File: config.mk
export PLATFORM = sky130hd
export DESIGN_NAME = ram_arbiter_flat
export DESIGN_NICKNAME = d
export VERILOG_FILES = /design/src/rtl/ram_arbiter_pkg.sv /design/src/rtl/ram_arbiter_if.sv /design/src/rtl/ram_arbiter_resp_slot.sv /design/src/rtl/ram_arbiter.sv /design/src/flat_wrapper.sv
export SDC_FILE = /design/constraint.sdc
export NUM_CORES = 1
export LEC_CHECK = 0
export ABC_AREA = 1
export CORE_AREA = 2 2 209 211
export CTS_CLUSTER_SIZE = 30
export DETAILED_ROUTE_END_ITERATION = 7
export DIE_AREA = 0 0 211 213
export SYNTH_ARGS = -nofsm -noshare
export SYNTH_HDL_FRONTEND = slang
export SYNTH_HIERARCHICAL = 1
export SYNTH_SLANG_ARGS = --single-unit
File: constraint.sdc
create_clock -name clk -period 2.8 [get_ports clk]
set_input_delay 0.7 -clock clk [delete_from_list [all_inputs] [get_ports clk]]
set_output_delay 0.7 -clock clk [all_outputs]
set_load 0.005 [all_outputs]
File: src/rtl/ram_arbiter_pkg.sv
// Shared constants and types for the RAM arbiter.
// XLEN is the data/address width. DEF_RAM_LEN and DEF_STARVE_MAX are the default values for the
// top-level parameters. RAM_SIZE is the RAM size in bytes. GNT_* is the grant encoding.
package ram_arbiter_pkg;

  localparam int unsigned XLEN           = 64;
  localparam int unsigned DEF_RAM_LEN    = 12;
  localparam int unsigned DEF_STARVE_MAX = 4;
  localparam int unsigned RAM_SIZE       = 1 << DEF_RAM_LEN;

  typedef logic [1:0] gnt_t;

  localparam gnt_t GNT_NONE = 2'd0;
  localparam gnt_t GNT_IF   = 2'd1;
  localparam gnt_t GNT_LS   = 2'd2;

  // A doubleword access at addr fits when addr + 7 < 2**ram_len.
  // This is the same as addr <= 2**ram_len - 8, which avoids the overflow of addr + 7.
  function automatic logic addr_in_range(input logic [XLEN-1:0] addr,
                                         input int unsigned     ram_len);
    logic [XLEN-1:0] last_ok;
    last_ok = (XLEN'(1) << ram_len) - XLEN'(8);
    return addr <= last_ok;
  endfunction

endpackage

File: src/rtl/ram_arbiter_if.sv
// Bundles the signals between the arbiter and its environment: the IFU request/response
// channels, the LSU request/response channels, and the RAM pins.
// slave  : arbiter side (takes requests, drives responses and RAM pins)
// master : environment side (requesters plus RAM read data)
interface ram_arbiter_if;

  localparam int unsigned XLEN = ram_arbiter_pkg::XLEN;

  // IFU channels
  logic            if_req_valid;
  logic            if_req_ready;
  logic [XLEN-1:0] if_req_addr;
  logic            if_resp_valid;
  logic            if_resp_ready;
  logic [XLEN-1:0] if_resp_rdata;
  logic            if_resp_err;

  // LSU channels
  logic            ls_req_valid;
  logic            ls_req_ready;
  logic [XLEN-1:0] ls_req_addr;
  logic            ls_req_wen;
  logic [7:0]      ls_req_byte_en;
  logic [XLEN-1:0] ls_req_wdata;
  logic            ls_resp_valid;
  logic            ls_resp_ready;
  logic [XLEN-1:0] ls_resp_rdata;
  logic            ls_resp_err;

  // RAM pins
  logic [XLEN-1:0] ram_addr_o;
  logic            ram_ren_o;
  logic            ram_wen_o;
  logic [7:0]      ram_byte_en_o;
  logic [XLEN-1:0] ram_wdata_o;
  logic [XLEN-1:0] ram_rdata_i;

  modport slave (
    input  if_req_valid, if_req_addr, if_resp_ready,
    output if_req_ready, if_resp_valid, if_resp_rdata, if_resp_err,
    input  ls_req_valid, ls_req_addr, ls_req_wen, ls_req_byte_en, ls_req_wdata, ls_resp_ready,
    output ls_req_ready, ls_resp_valid, ls_resp_rdata, ls_resp_err,
    output ram_addr_o, ram_ren_o, ram_wen_o, ram_byte_en_o, ram_wdata_o,
    input  ram_rdata_i
  );

  modport master (
    output if_req_valid, if_req_addr, if_resp_ready,
    input  if_req_ready, if_resp_valid, if_resp_rdata, if_resp_err,
    output ls_req_valid, ls_req_addr, ls_req_wen, ls_req_byte_en, ls_req_wdata, ls_resp_ready,
    input  ls_req_ready, ls_resp_valid, ls_resp_rdata, ls_resp_err,
    input  ram_addr_o, ram_ren_o, ram_wen_o, ram_byte_en_o, ram_wdata_o,
    output ram_rdata_i
  );

endinterface

File: src/rtl/ram_arbiter_resp_slot.sv
// Single-entry response register with a valid/ready output.
// clk, rst_n : clock and asynchronous active-low reset
// i_load     : capture i_rdata/i_err and assert o_valid (the requester was granted this cycle)
// i_rdata    : data to capture
// i_err      : error flag to capture
// i_ready    : the consumer takes the held response
// o_valid    : response present
// o_rdata    : held data
// o_err      : held error flag
module ram_arbiter_resp_slot #(
  parameter int unsigned Width = 64
) (
  input  logic             clk,
  input  logic             rst_n,
  input  logic             i_load,
  input  logic [Width-1:0] i_rdata,
  input  logic             i_err,
  input  logic             i_ready,
  output logic             o_valid,
  output logic [Width-1:0] o_rdata,
  output logic             o_err
);

  logic             r_valid;
  logic [Width-1:0] r_rdata;
  logic             r_err;

  // A load takes priority over a drain. This lets a response be handed over and replaced
  // in the same cycle.
  always_ff @(posedge clk or negedge rst_n) begin
    if (!rst_n) begin
      r_valid <= 1'b0;
      r_rdata <= '0;
      r_err   <= 1'b0;
    end else if (i_load) begin
      r_valid <= 1'b1;
      r_rdata <= i_rdata;
      r_err   <= i_err;
    end else if (i_ready) begin
      r_valid <= 1'b0;
      r_rdata <= '0;
      r_err   <= 1'b0;
    end
  end

  assign o_valid = r_valid;
  assign o_rdata = r_rdata;
  assign o_err   = r_err;

endmodule

File: src/rtl/ram_arbiter.sv
// Shares a single-ported RAM between the instruction fetch unit (IFU, reads only) and the
// load/store unit (LSU, reads and byte-enabled writes).
// It makes one combinational grant per cycle and drives the RAM pins directly. The response
// is registered and appears one cycle after the grant.
// clk, rst_n : clock and asynchronous active-low reset
// bus        : IFU/LSU request and response channels plus the RAM pins (slave modport)
module ram_arbiter
  import ram_arbiter_pkg::*;
#(
  parameter int unsigned RAM_LEN    = DEF_RAM_LEN,
  parameter int unsigned STARVE_MAX = DEF_STARVE_MAX
) (
  input logic          clk,
  input logic          rst_n,
  ram_arbiter_if.slave bus
);

  localparam int unsigned CntW = (STARVE_MAX > 0) ? $clog2(STARVE_MAX + 1) : 1;

  logic            w_if_elig;
  logic            w_ls_elig;
  logic            w_if_in_range;
  logic            w_ls_in_range;
  gnt_t            w_gnt;
  logic [XLEN-1:0] w_if_rdata;
  logic [XLEN-1:0] w_ls_rdata;
  logic [CntW-1:0] r_starve_cnt;

  assign w_if_in_range = addr_in_range(bus.if_req_addr, RAM_LEN);
  assign w_ls_in_range = addr_in_range(bus.ls_req_addr, RAM_LEN);

  // The response slot is free if it is empty, or if it is being drained this cycle.
  assign w_if_elig = bus.if_req_valid && (!bus.if_resp_valid || bus.if_resp_ready);
  assign w_ls_elig = bus.ls_req_valid && (!bus.ls_resp_valid || bus.ls_resp_ready);

  // The grant is held off during reset, so no RAM enable can fire at an edge under reset.
  always_comb begin
    w_gnt = GNT_NONE;
    if (rst_n) begin
      if (w_ls_elig && (!w_if_elig || r_starve_cnt != CntW'(STARVE_MAX))) begin
        w_gnt = GNT_LS;
      end else if (w_if_elig) begin
        w_gnt = GNT_IF;
      end
    end
  end

  assign bus.if_req_ready = (w_gnt == GNT_IF);
  assign bus.ls_req_ready = (w_gnt == GNT_LS);

  // Count LSU wins while the IFU is eligible but loses.
  // The count clears on an IFU grant or when the IFU stops asking.
  // It holds while the IFU is blocked only by its own full response slot.
  always_ff @(posedge clk or negedge rst_n) begin
    if (!rst_n) begin
      r_starve_cnt <= '0;
    end else if (w_gnt == GNT_IF || !bus.if_req_valid) begin
      r_starve_cnt <= '0;
    end else if (w_gnt == GNT_LS && w_if_elig && r_starve_cnt != CntW'(STARVE_MAX)) begin
      r_starve_cnt <= r_starve_cnt + CntW'(1);
    end
  end

  // RAM drive. An out-of-range access is still granted but asserts no enable.
  always_comb begin
    bus.ram_addr_o    = '0;
    bus.ram_ren_o     = 1'b0;
    bus.ram_wen_o     = 1'b0;
    bus.ram_byte_en_o = '0;
    bus.ram_wdata_o   = '0;
    case (w_gnt)
      GNT_IF: begin
        bus.ram_addr_o = bus.if_req_addr;
        bus.ram_ren_o  = w_if_in_range;
      end
      GNT_LS: begin
        bus.ram_addr_o  = bus.ls_req_addr;
        bus.ram_wdata_o = bus.ls_req_wdata;
        bus.ram_ren_o   = w_ls_in_range && !bus.ls_req_wen;
        bus.ram_wen_o   = w_ls_in_range && bus.ls_req_wen;
        if (w_ls_in_range && bus.ls_req_wen) begin
          bus.ram_byte_en_o = bus.ls_req_byte_en;
        end
      end
      default: ;
    endcase
  end

  // Only in-range reads return RAM data. Writes and errors return zero.
  assign w_if_rdata = w_if_in_range ? bus.ram_rdata_i : '0;
  assign w_ls_rdata = (w_ls_in_range && !bus.ls_req_wen) ? bus.ram_rdata_i : '0;

  ram_arbiter_resp_slot #(
    .Width (XLEN)
  ) u_if_slot (
    .clk     (clk),
    .rst_n   (rst_n),
    .i_load  (w_gnt == GNT_IF),
    .i_rdata (w_if_rdata),
    .i_err   (!w_if_in_range),
    .i_ready (bus.if_resp_ready),
    .o_valid (bus.if_resp_valid),
    .o_rdata (bus.if_resp_rdata),
    .o_err   (bus.if_resp_err)
  );

  ram_arbiter_resp_slot #(
    .Width (XLEN)
  ) u_ls_slot (
    .clk     (clk),
    .rst_n   (rst_n),
    .i_load  (w_gnt == GNT_LS),
    .i_rdata (w_ls_rdata),
    .i_err   (!w_ls_in_range),
    .i_ready (bus.ls_resp_ready),
    .o_valid (bus.ls_resp_valid),
    .o_rdata (bus.ls_resp_rdata),
    .o_err   (bus.ls_resp_err)
  );

endmodule
File: src/flat_wrapper.sv
// flat-port wrapper written by rule: the top's interface ports become plain ports
module ram_arbiter_flat import ram_arbiter_pkg::*;
#(
  parameter int unsigned RAM_LEN    = DEF_RAM_LEN,
  parameter int unsigned STARVE_MAX = DEF_STARVE_MAX
)
  (clk, rst_n, bus_if_req_valid, bus_if_req_addr, bus_if_resp_ready, bus_if_req_ready, bus_if_resp_valid, bus_if_resp_rdata, bus_if_resp_err, bus_ls_req_valid, bus_ls_req_addr, bus_ls_req_wen, bus_ls_req_byte_en, bus_ls_req_wdata, bus_ls_resp_ready, bus_ls_req_ready, bus_ls_resp_valid, bus_ls_resp_rdata, bus_ls_resp_err, bus_ram_addr_o, bus_ram_ren_o, bus_ram_wen_o, bus_ram_byte_en_o, bus_ram_wdata_o, bus_ram_rdata_i);
  ram_arbiter_if bus_i ();
  input logic clk;
  input logic rst_n;
  input wire logic [$bits(bus_i.if_req_valid)-1:0] bus_if_req_valid;
  input wire logic [$bits(bus_i.if_req_addr)-1:0] bus_if_req_addr;
  input wire logic [$bits(bus_i.if_resp_ready)-1:0] bus_if_resp_ready;
  output wire logic [$bits(bus_i.if_req_ready)-1:0] bus_if_req_ready;
  output wire logic [$bits(bus_i.if_resp_valid)-1:0] bus_if_resp_valid;
  output wire logic [$bits(bus_i.if_resp_rdata)-1:0] bus_if_resp_rdata;
  output wire logic [$bits(bus_i.if_resp_err)-1:0] bus_if_resp_err;
  input wire logic [$bits(bus_i.ls_req_valid)-1:0] bus_ls_req_valid;
  input wire logic [$bits(bus_i.ls_req_addr)-1:0] bus_ls_req_addr;
  input wire logic [$bits(bus_i.ls_req_wen)-1:0] bus_ls_req_wen;
  input wire logic [$bits(bus_i.ls_req_byte_en)-1:0] bus_ls_req_byte_en;
  input wire logic [$bits(bus_i.ls_req_wdata)-1:0] bus_ls_req_wdata;
  input wire logic [$bits(bus_i.ls_resp_ready)-1:0] bus_ls_resp_ready;
  output wire logic [$bits(bus_i.ls_req_ready)-1:0] bus_ls_req_ready;
  output wire logic [$bits(bus_i.ls_resp_valid)-1:0] bus_ls_resp_valid;
  output wire logic [$bits(bus_i.ls_resp_rdata)-1:0] bus_ls_resp_rdata;
  output wire logic [$bits(bus_i.ls_resp_err)-1:0] bus_ls_resp_err;
  output wire logic [$bits(bus_i.ram_addr_o)-1:0] bus_ram_addr_o;
  output wire logic [$bits(bus_i.ram_ren_o)-1:0] bus_ram_ren_o;
  output wire logic [$bits(bus_i.ram_wen_o)-1:0] bus_ram_wen_o;
  output wire logic [$bits(bus_i.ram_byte_en_o)-1:0] bus_ram_byte_en_o;
  output wire logic [$bits(bus_i.ram_wdata_o)-1:0] bus_ram_wdata_o;
  input wire logic [$bits(bus_i.ram_rdata_i)-1:0] bus_ram_rdata_i;
  assign bus_i.if_req_valid = bus_if_req_valid;
  assign bus_i.if_req_addr = bus_if_req_addr;
  assign bus_i.if_resp_ready = bus_if_resp_ready;
  assign bus_if_req_ready = bus_i.if_req_ready;
  assign bus_if_resp_valid = bus_i.if_resp_valid;
  assign bus_if_resp_rdata = bus_i.if_resp_rdata;
  assign bus_if_resp_err = bus_i.if_resp_err;
  assign bus_i.ls_req_valid = bus_ls_req_valid;
  assign bus_i.ls_req_addr = bus_ls_req_addr;
  assign bus_i.ls_req_wen = bus_ls_req_wen;
  assign bus_i.ls_req_byte_en = bus_ls_req_byte_en;
  assign bus_i.ls_req_wdata = bus_ls_req_wdata;
  assign bus_i.ls_resp_ready = bus_ls_resp_ready;
  assign bus_ls_req_ready = bus_i.ls_req_ready;
  assign bus_ls_resp_valid = bus_i.ls_resp_valid;
  assign bus_ls_resp_rdata = bus_i.ls_resp_rdata;
  assign bus_ls_resp_err = bus_i.ls_resp_err;
  assign bus_ram_addr_o = bus_i.ram_addr_o;
  assign bus_ram_ren_o = bus_i.ram_ren_o;
  assign bus_ram_wen_o = bus_i.ram_wen_o;
  assign bus_ram_byte_en_o = bus_i.ram_byte_en_o;
  assign bus_ram_wdata_o = bus_i.ram_wdata_o;
  assign bus_i.ram_rdata_i = bus_ram_rdata_i;
  ram_arbiter #(.RAM_LEN(RAM_LEN), .STARVE_MAX(STARVE_MAX)) u_core (.clk(clk), .rst_n(rst_n), .bus(bus_i));
endmodule
==> results.md <==
* Max clock buf depth at 2
* CP Max Fanout at 6
* Number of iterations in the first detailed-routing pass at 5
* Global-route wire length before repair at 71,200 microns
* Relative slew slack at 39.8%
* Worst-path clk slew at 60 ps
* F_max at 302 MHz
* Setup violators final at 140
* Drt total wl at 51,500 microns
* I/O pin cnt at 543
* Setup TNS at -58,520 ps
* Maximum vdd drop at 0.000285 V
* Worst R2R Path Depth at 14
* Final Cycle Share at 118%
* Final Worst Setup Slack at -513 ps
* Final Non-Filler Cells at 2,598
* Part of the power in the clock network at 38.0%
* Syn nets at 1,563
* Final ANT Viol Nets at 0
* Setup Skew at 10.2 ps
* Status: finished, violations left
* RSZ-0062 raised after global routing: yes
* Die X at 211 microns
* Post-Syn Instances at 1,288
* Pins over their slew limit at 0
* #FFs+latches synth at 135
* Sequential fraction of the synthesis area at 41.5%
* Cell area after synthesis at 0.00814 sq mm
* Vias at 11.1k
* Sw Ratio at 29.0%
* Most common cell after layout, fill and taps aside: nand2_1
* Setup crit end kind: output port
* Initial core utilization at 19.1%
* Drt drc at 0
* Hold_buf cts at 0
* Core area at 0.0427 sq mm
* Measured slew at the worst slew-check pin at 903 ps
* Num CTS Buffers at 17
* Ratio of cells with drive above 1 in the final layout at 32.0%
* Reg2reg end: u_core/u_ls_slot/o_rdata[22]
* P_int at 4.18 mW
* Startpoint types: input port
* Mapped Avg Cell Area at 6.32 sq um
* Drt via density at 4.25
* FILL cells at 4,373
* CTS tree: done
* WP data required at 2100 ps
* Final min period at 3310 ps
* Cell Rows at 76
* Hold Path Class: input port to asynchronous set/reset pin
* GRT Total Usage at 21.9%
* Clock root cell: clkbuf_16
* R2r setup slk at 170 ps
* Worst-Skew Late Latency at 440 ps
* # H-tree levels at 4
* Placed insts at 2,481
* Vias in the first global route at 11.1k
* Static Leak at 9.32 nW
* Fin nets at 2,302
* Pwr Density at 332 mW/mm^2
* Placer Congestion at 0.942
* Die area at 0.0449 sq mm
* DP HPWL at 41,200 microns
* Sink Count at 135
* Yosys warnings at 6
* I/O Buffers at 542
* Routed len/inst at 19.8 microns
* Die height at 213 microns
* Grt ovf at 0
* Failing checks: negative setup slack
* Crit Reg-Reg Startpoint: u_core/r_starve_cnt[0]
* Comb power frac at 28.7%
* Largest net degree at the start of global routing at 69
* Data arrival time of the critical path at 2610 ps
* Max Cap Viol at 0
* DRT iter0 DRCs at 606
* Synth-to-layout area growth at 118%
* Sequential group share of total power at 33.3%
* Net Sw Power at 1.71 mW
* Antenna violations before repair at 16
* Most frequent cells in the layout: nand2_1 (513), clkdlybuf4s50_1 (394), nor2_1 (170), buf_4 (155), inv_1 (143)
* Hold Violations, Final at 0
* Netlist cell types at 25
* Setup CP Type: input port to output port
registers in the layout (all words and copies together) (netlist names):
name and flops:
u_core/u_if_slot/o_rdata 64, u_core/u_ls_slot/o_rdata 64, u_core/r_starve_cnt 3, u_core/u_if_slot/o_err 1, u_core/u_if_slot/o_valid 1, u_core/u_ls_slot/o_err 1
u_core/u_ls_slot/o_valid 1
kinds of logic (layout without fill, tap and decap cells):
group / after synthesis / after routing / share of synthesized area, %
flip-flops: 135 / 135 / 41.5
AND/OR/NAND/NOR: 841 / 842 / 40.7
adder cells (fa/ha/maj): 4 / 4 / 0.615
buffers and inverters: 237 / 988 / 12.7
other: 0 / 12 / 0
AO/OA/AOI/OAI: 71 / 71 / 4.43
worst max-delay path by stage:
stage                          endpoint              startpoint  slack, ps
floorplan             bus_ram_addr_o[0]        bus_if_req_valid         -8
global placement     bus_ram_addr_o[62]       bus_if_resp_ready      -1280
detailed placement   bus_ram_addr_o[38]       bus_if_resp_ready      -1340
CTS                  bus_ram_addr_o[27]  u_core/r_starve_cnt[1]       -530
global route        bus_ram_wdata_o[16]  u_core/r_starve_cnt[0]       -580
finish              bus_ram_wdata_o[16]        bus_if_req_valid       -510
cells in the mapped netlist:
| cell type | count | area [sq um] |
|---|---|---|
| buf_6 | 10 | 113 |
| inv_1 | 167 | 627 |
| and3_1 | 3 | 18.8 |
| and2_1 | 2 | 12.5 |
| nand3b_1 | 1 | 7.51 |
| nor3_1 | 4 | 20.0 |
| clkbuf_1 | 29 | 109 |
| nand4_1 | 7 | 43.8 |
| o211ai_1 | 1 | 7.51 |
| nor2_1 | 185 | 694 |
| buf_4 | 11 | 82.6 |
| nand2_1 | 613 | 2300 |
| a21oi_1 | 68 | 340 |
| dfrtp_1 | 135 | 3380 |
| o21ai_0 | 1 | 5.00 |
| nand3_1 | 8 | 40.0 |
| nand2_4 | 1 | 11.3 |
| buf_1 | 4 | 15.0 |
| buf_8 | 1 | 15.0 |
| buf_2 | 15 | 75.1 |
| ha_1 | 4 | 50.1 |
| a211oi_1 | 1 | 7.51 |
| nor2_4 | 11 | 124 |
| nor2_2 | 5 | 31.3 |
| nand3_2 | 1 | 10.0 |
worst max-delay path, cell delays in order:
cell and delay, ps:
clkdlybuf4s15_2 190, inv_2 60, a21oi_4 130, nand3_2 70, o211ai_1 150, nand3_2 210, buf_6 170, ha_4 200
buf_12 150, buf_12 130, buf_16 130, buf_6 110, nand2_2 40, inv_2 50, buf_6 110
area by class of cell:
type	count	area [sq um]	share of cell area [%]
Tap cell	546	683	3.85
Sequential cell	135	3380	19.0
Multi-Input combinational cell	917	4790	27.0
Timing Repair Buffer	789	7660	43.2
Antenna cell	12	30.0	0.169
Inverter	167	627	3.53
Clock inverter	14	150	0.846
Clock buffer	18	429	2.42
per-stage QoR:
stage / utilization (%) / power (mW) / cell area (sq um) / setup slack, ps / hold WS, ps
floorplan: - / 2.31 / 8170 / -7.87 / 404
global placement: 36.1 / 3.32 / 15400 / -1280 / 454
detailed placement: 36.1 / 3.32 / 15400 / -1340 / 457
CTS: 40.4 / 5.86 / 17300 / -529 / 148
global route: 41.5 / 6.10 / 17700 / -578 / 165
finish: 41.6 / 5.89 / 17700 / -513 / 184
what timing repair did:
item,CTS,global route
cloned,12,5
buffers inserted,59,8
pin swaps,44,45
gates resized for setup,882,113
endpoints found under the setup margin,227,209
power groups by stage:
| stage | clock [mW] | combinational [mW] | sequential [mW] |
|---|---|---|---|
| 4_1_cts | 2.30 | 1.60 | 1.96 |
| 3_3_place_gp | 0 | 1.32 | 2.00 |
| 2_1_floorplan | 0 | 0.312 | 2.00 |
| 5_1_grt | 2.36 | 1.78 | 1.96 |
| 6_report | 2.24 | 1.69 | 1.96 |
| 3_5_place_dp | 0 | 1.33 | 2.00 |
routing by layer:
| metal | vias to the layer above | wire (microns) | GRT usage, % |
|---|---|---|---|
| met3 | 116 | 3250 | 5.52 |
| met2 | 456 | 27200 | 41.5 |
| met4 | 12 | 3120 | 12.5 |
| li1 | 5278 | - | - |
| met1 | 5190 | 17800 | 21.6 |
| met5 | - | 81 | 0 |
No activity file was read; power rests on OpenSTA's default activity.
